$ cat src/rtl/counter_pkg.sv
// Shared definitions for the counter library: JK cell drive codes and width limits.
package counter_pkg;

    localparam int CNT_WIDTH_MIN = 2;
    localparam int CNT_WIDTH_MAX = 16;

    // {J,K} drive codes for the JK flip-flop cells
    typedef enum logic [1:0] {
        JK_HOLD = 2'b00,
        JK_CLR  = 2'b01,
        JK_SET  = 2'b10,
        JK_TGL  = 2'b11
    } jk_code_e;

endpackage

$ cat src/rtl/jkff_sync.sv
// One-bit JK flip-flop on the rising clock edge, synchronous active-high reset.
// q and qb are kept as separate registers so qb is never a derived wire.
module jkff_sync
    import counter_pkg::*;
(
    input  logic clock,
    input  logic reset,
    input  logic j,
    input  logic k,
    output logic q,
    output logic qb
);

    logic     r_q;
    logic     r_qb;
    jk_code_e w_code;

    assign w_code = jk_code_e'({j, k});

    always_ff @(posedge clock) begin
        if (reset) begin
            r_q  <= 1'b0;
            r_qb <= 1'b1;
        end else begin
            case (w_code)
                JK_CLR: begin
                    r_q  <= 1'b0;
                    r_qb <= 1'b1;
                end
                JK_SET: begin
                    r_q  <= 1'b1;
                    r_qb <= 1'b0;
                end
                JK_TGL: begin
                    r_q  <= ~r_q;
                    r_qb <= ~r_qb;
                end
                default: begin
                    r_q  <= r_q;
                    r_qb <= r_qb;
                end
            endcase
        end
    end

    assign q  = r_q;
    assign qb = r_qb;

endmodule

$ cat src/rtl/sync_down_counter.sv
// Synchronous loadable down counter built from shared-clock JK cells, with
// optional auto-reload from the last loaded value and a one-cycle terminal-count pulse.
module sync_down_counter
    import counter_pkg::*;
#(
    parameter int WIDTH = 4
) (
    input  logic             clock,
    input  logic             reset,
    input  logic             en,
    input  logic             load,
    input  logic [WIDTH-1:0] din,
    input  logic             auto_reload,
    output logic [WIDTH-1:0] q,
    output logic [WIDTH-1:0] qb,
    output logic             tc
);

    generate
        if (WIDTH < CNT_WIDTH_MIN || WIDTH > CNT_WIDTH_MAX) begin : g_width_check
            $error("sync_down_counter: WIDTH out of supported range");
        end
    endgenerate

    logic [WIDTH-1:0] r_rl;
    logic             r_tc;
    logic [WIDTH-1:0] w_q;
    logic [WIDTH-1:0] w_qb;
    logic [WIDTH-1:0] w_j;
    logic [WIDTH-1:0] w_k;
    logic [WIDTH-1:0] w_low_zero;
    logic [WIDTH-1:0] w_wrap_val;
    logic             w_q_zero;
    logic             w_q_one;

    // A bit toggles on a down count when every bit below it is 0 (borrow chain).
    assign w_low_zero[0] = 1'b1;
    genvar gi;
    generate
        for (gi = 1; gi < WIDTH; gi++) begin : g_borrow
            assign w_low_zero[gi] = w_low_zero[gi-1] & ~w_q[gi-1];
        end
    endgenerate

    assign w_q_zero   = (w_q == '0);
    assign w_q_one    = (w_q == WIDTH'(1));
    assign w_wrap_val = auto_reload ? r_rl : '1;

    always_comb begin
        w_j = '0;
        w_k = '0;
        if (load) begin
            w_j = din;
            w_k = ~din;
        end else if (en) begin
            if (w_q_zero) begin
                w_j = w_wrap_val;
                w_k = ~w_wrap_val;
            end else begin
                w_j = w_low_zero;
                w_k = w_low_zero;
            end
        end
    end

    generate
        for (gi = 0; gi < WIDTH; gi++) begin : g_cell
            jkff_sync u_jkff (
                .clock (clock),
                .reset (reset),
                .j     (w_j[gi]),
                .k     (w_k[gi]),
                .q     (w_q[gi]),
                .qb    (w_qb[gi])
            );
        end
    endgenerate

    always_ff @(posedge clock) begin
        if (reset) begin
            r_rl <= '0;
            r_tc <= 1'b0;
        end else begin
            if (load) begin
                r_rl <= din;
            end
            // tc only marks the 1 -> 0 decrement; loads and wraps never raise it
            r_tc <= en & ~load & w_q_one;
        end
    end

    assign q  = w_q;
    assign qb = w_qb;
    assign tc = r_tc;

endmodule

$ cat config.mk
export PLATFORM = sky130hd
export DESIGN_NAME = sync_down_counter
export DESIGN_NICKNAME = d
export VERILOG_FILES = /design/src/rtl/counter_pkg.sv /design/src/rtl/jkff_sync.sv /design/src/rtl/sync_down_counter.sv
export SDC_FILE = /design/constraint.sdc
export NUM_CORES = 1
export LEC_CHECK = 0
export ABC_AREA = 1
export ABC_CLOCK_PERIOD_IN_PS = 1600
export BUFFER_PORTS_ARGS = -buffer_cell sky130_fd_sc_hd__buf_4
export CORE_MARGIN = 4
export CORE_UTILIZATION = 46
export CTS_CLUSTER_SIZE = 28
export DETAILED_ROUTE_END_ITERATION = 8
export PLACE_DENSITY_LB_ADDON = 0.12
export SYNTH_ARGS = -nofsm -noshare
export SYNTH_HDL_FRONTEND = slang
export SYNTH_SLANG_ARGS = --single-unit
$ cat constraint.sdc
create_clock -name clock -period 1.6 [get_ports clock]
set_input_delay 0.08 -clock clock [delete_from_list [all_inputs] [get_ports clock]]
set_output_delay 0.08 -clock clock [all_outputs]
set_load 0.03 [all_outputs]
==> qor.txt <==
LAYOUT
----------------------------------------------------------------------------------
Signed area change from the synthesized netlist to the final layout         16.18%
Commonest cells after routing, fill and taps aside                    sky130_fd_sc_hd__nand2_1 (29), sky130_fd_sc_hd__nor2_1 (17), sky130_fd_sc_hd__buf_4 (17)
Leading cell type in the layout, fill and taps excluded               sky130_fd_sc_hd__nand2_1
Antenna diodes                                                                   0
Nets                                                                           137
Fraction of the core area covered by cells at the end of the flow           56.64%
Ratio of cells with drive above 1 in the final layout                       22.83%

STA
----------------------------------------------------------------------------------
Relative slew margins                                                       77.70%
Final setup vio count                                                            0
Transition time at the pin with the least slew margin                    0.3341 ns
Peak Freq                                                                808.4 MHz
Period utilisation layout                                                   77.31%
Number of hold violations in the final report                                    0
Sum of negative setup slack                                                   0 ns
Number of max-slew violations in the final report                                0
Fin crit period                                                           1.237 ns
Worst Skew                                                             0.007194 ns
Worst hold margin                                                       0.02231 ns
Unrepaired setup endpoints after global routing                                 no

PLACED DESIGN
----------------------------------------------------------------------------------
Half-perimeter wire length after detailed placement                       1.121 mm
GPL Wtd Cong                                                                0.8276
Input/output buffers                                                            17

FLOORPLANNING
----------------------------------------------------------------------------------
Number of top-level design ports                                                18
Effective utilization at floorplan                                          48.75%
Die Footprint                                                           2300 sq um
Core region area                                                        1506 sq um
Die Span Y                                                            47.96 microns
Die X                                                                 47.96 microns
Placement row count                                                             14

RUN STATUS
----------------------------------------------------------------------------------
Outcome                                                               complete, no violations

CLOCK NETWORK
----------------------------------------------------------------------------------
Inserted Clock Buffers                                                           3
Root buffer cell                                                      sky130_fd_sc_hd__clkbuf_4
Clock latency of the later-clocked register in the worst-skew pair         0.28 ns
Sink count of the clock tree                                                    13
Clock transition at path regs                                              0.09 ns
Post-CTS repair timing setup buffer count                                        0
Clock H-tree levels                                                              1
CTS tree                                                                       yes
Max clock buf depth                                                              2

SYNTH
----------------------------------------------------------------------------------
Number of distinct library cells after synthesis                                19
Synth Instances                                                                114
Sequential share of the synthesized area                                    35.43%
Register bit total from synthesis                                               13
Area of the mapped netlist                                             734.5 sq um
Net count of the mapped netlist                                                123
Average instance area after synthesis                                  6.443 sq um
Number of warnings reported in the yosys synthesis log                           0
FFs w/ async S/R, synth                                                         0%
Most common flop cell mapped by yosys                                 sky130_fd_sc_hd__dfxtp_1
EDFF count, synth                                                                0

WORST HOLD PATH
----------------------------------------------------------------------------------
Number of instances on the worst hold path                                       3
Launch instance of the worst min-delay path                                 din[2]
Hold/Removal Path Class                                                  in -> reg

DETAILED ROUTING
----------------------------------------------------------------------------------
DR pass1 iterations                                                              4
WL per Instance                                                       10.33 microns
Via count normalized by instance count                                       4.811
Number of vias after detailed routing                                          688
Number of routed nets with antenna violations                                    0
Post-route DRC violation count                                                   0
Routed wire length                                                        1.477 mm
Number of DRC markers after the initial detailed-route iteration                14

WORST SETUP PATH
----------------------------------------------------------------------------------
Reg-to-reg critical path startpoint                                   g_cell[0].u_jkff.q$_SDFFE_PP0P_
Path type of the worst setup path                                       reg -> reg
Critical-path maximum fanout                                                     6
CP Launch Type                                                           flip-flop
CP Data Arrival Time                                                       1.42 ns
R2R depth                                                                        6
Critical path launch point                                            g_cell[0].u_jkff.q$_SDFFE_PP0P_
Crit. End Element                                                        flip-flop
Crit path required time                                                    1.78 ns

GLOBAL ROUTING
----------------------------------------------------------------------------------
Largest net degree at the start of global routing                               12
Overall Global Routing Usage                                                14.44%
Wire length of the first global-routing pass                              2.270 mm
Antenna violations before repair                                                 0
Vias in the first global route                                                 559
Total overflow reported by the global router                                     0

PWR
----------------------------------------------------------------------------------
Static leakage power                                                     0.4500 nW
Worst vdd ir                                                              620.4 uV
Total power of the final layout                                           818.3 uW
Pwr per Cell Area                                                     958.9 nW/um^2

FLOW RUN
----------------------------------------------------------------------------------
Max-Cap Viols                                                                    0

==> kinds of logic after synthesis <==
| group | after synthesis | synth area share (%) |
|---|---|---|
| and+or+nand+nor | 65 | 38.50 |
| buffers and inverters | 23 | 16.01 |
| DFF | 13 | 35.43 |
| AOI/OAI and AO/OA | 13 | 10.05 |
==> repair_timing <==
action                    4_1_cts  5_1_grt
hold endpoints to repair        2        0
resized for setup               0        0
hold buffers                    1        0
==> critical path: stages (launching register included) <==
cell and delay [ns]:
sky130_fd_sc_hd__dfxtp_1 0.39, sky130_fd_sc_hd__nor2_2 0.23, sky130_fd_sc_hd__nand3_1 0.14, sky130_fd_sc_hd__nor2_2 0.12, sky130_fd_sc_hd__nand2_1 0.08, sky130_fd_sc_hd__a21oi_1 0.13, sky130_fd_sc_hd__nor2_1 0.06
==> layer usage <==
layer | global-route usage, % | vias to the layer above | part of all wire, %
met5 | 0 | - | 0
met4 | 3.226 | 0 | 0.54
met3 | 7.895 | 2 | 8.3
met2 | 22.16 | 18 | 45
met1 | 17.70 | 290 | 46
li1 | - | 378 | -
==> power breakdown <==
part           switching, mW  internal, mW  total, mW
logic                  0.140        0.0863      0.226
registers             0.0266         0.352      0.379
clock network          0.117        0.0969      0.214
total                  0.283         0.535      0.818
==> Yosys cell counts (2+ instances only) <==
master	n	area share, %
sky130_fd_sc_hd__nand2_1	29	15
sky130_fd_sc_hd__nor2_1	17	8.7
sky130_fd_sc_hd__dfxtp_1	13	35
sky130_fd_sc_hd__inv_1	12	6.1
sky130_fd_sc_hd__nand3_1	11	7.5
sky130_fd_sc_hd__buf_4	8	8.2
sky130_fd_sc_hd__a21oi_1	5	3.4
sky130_fd_sc_hd__nor2_2	4	3.4
sky130_fd_sc_hd__o21ai_0	4	2.7
sky130_fd_sc_hd__inv_2	2	1.0
==> registers in the layout (all words and copies together), names as in the netlist <==
| register | count |
|---|---|
| g_cell.u_jkff.q | 4 |
| g_cell.u_jkff.qb | 4 |
| r_rl | 4 |
| tc | 1 |
==> stage by stage <==
stage	area [sq um]	setup slack [ns]	instances
after CTS	853.3	0.3836	143
final	853.3	0.3630	143
after floorplan	734.5	0.5229	114
after detailed placement	817.0	0.3971	138
after global routing	853.3	0.2886	143
after global placement	817.0	0.4142	138
==> final cells by class <==
class                           instances  area, sq um
Clock buffer                            4        26.28
Fill cell                             156        653.1
Inverter                               14        52.55
Multi-Input combinational cell         78        356.6
Sequential cell                        13        260.3
Tap cell                               16        20.02
Timing Repair Buffer                   18        137.6
==> final timing paths <==
path | end | slack [ns]
setup / recovery | g_cell[3].u_jkff.q$_SDFFE_PP0P_ | 0.36
hold / removal | r_rl[2]$_SDFFE_PP0P_ | 0.02
setup reg to reg | g_cell[3].u_jkff.q$_SDFFE_PP0P_ | 0.36
hold reg to reg | r_rl[0]$_SDFFE_PP0P_ | 0.48
(Power assumes the default switching activity.)
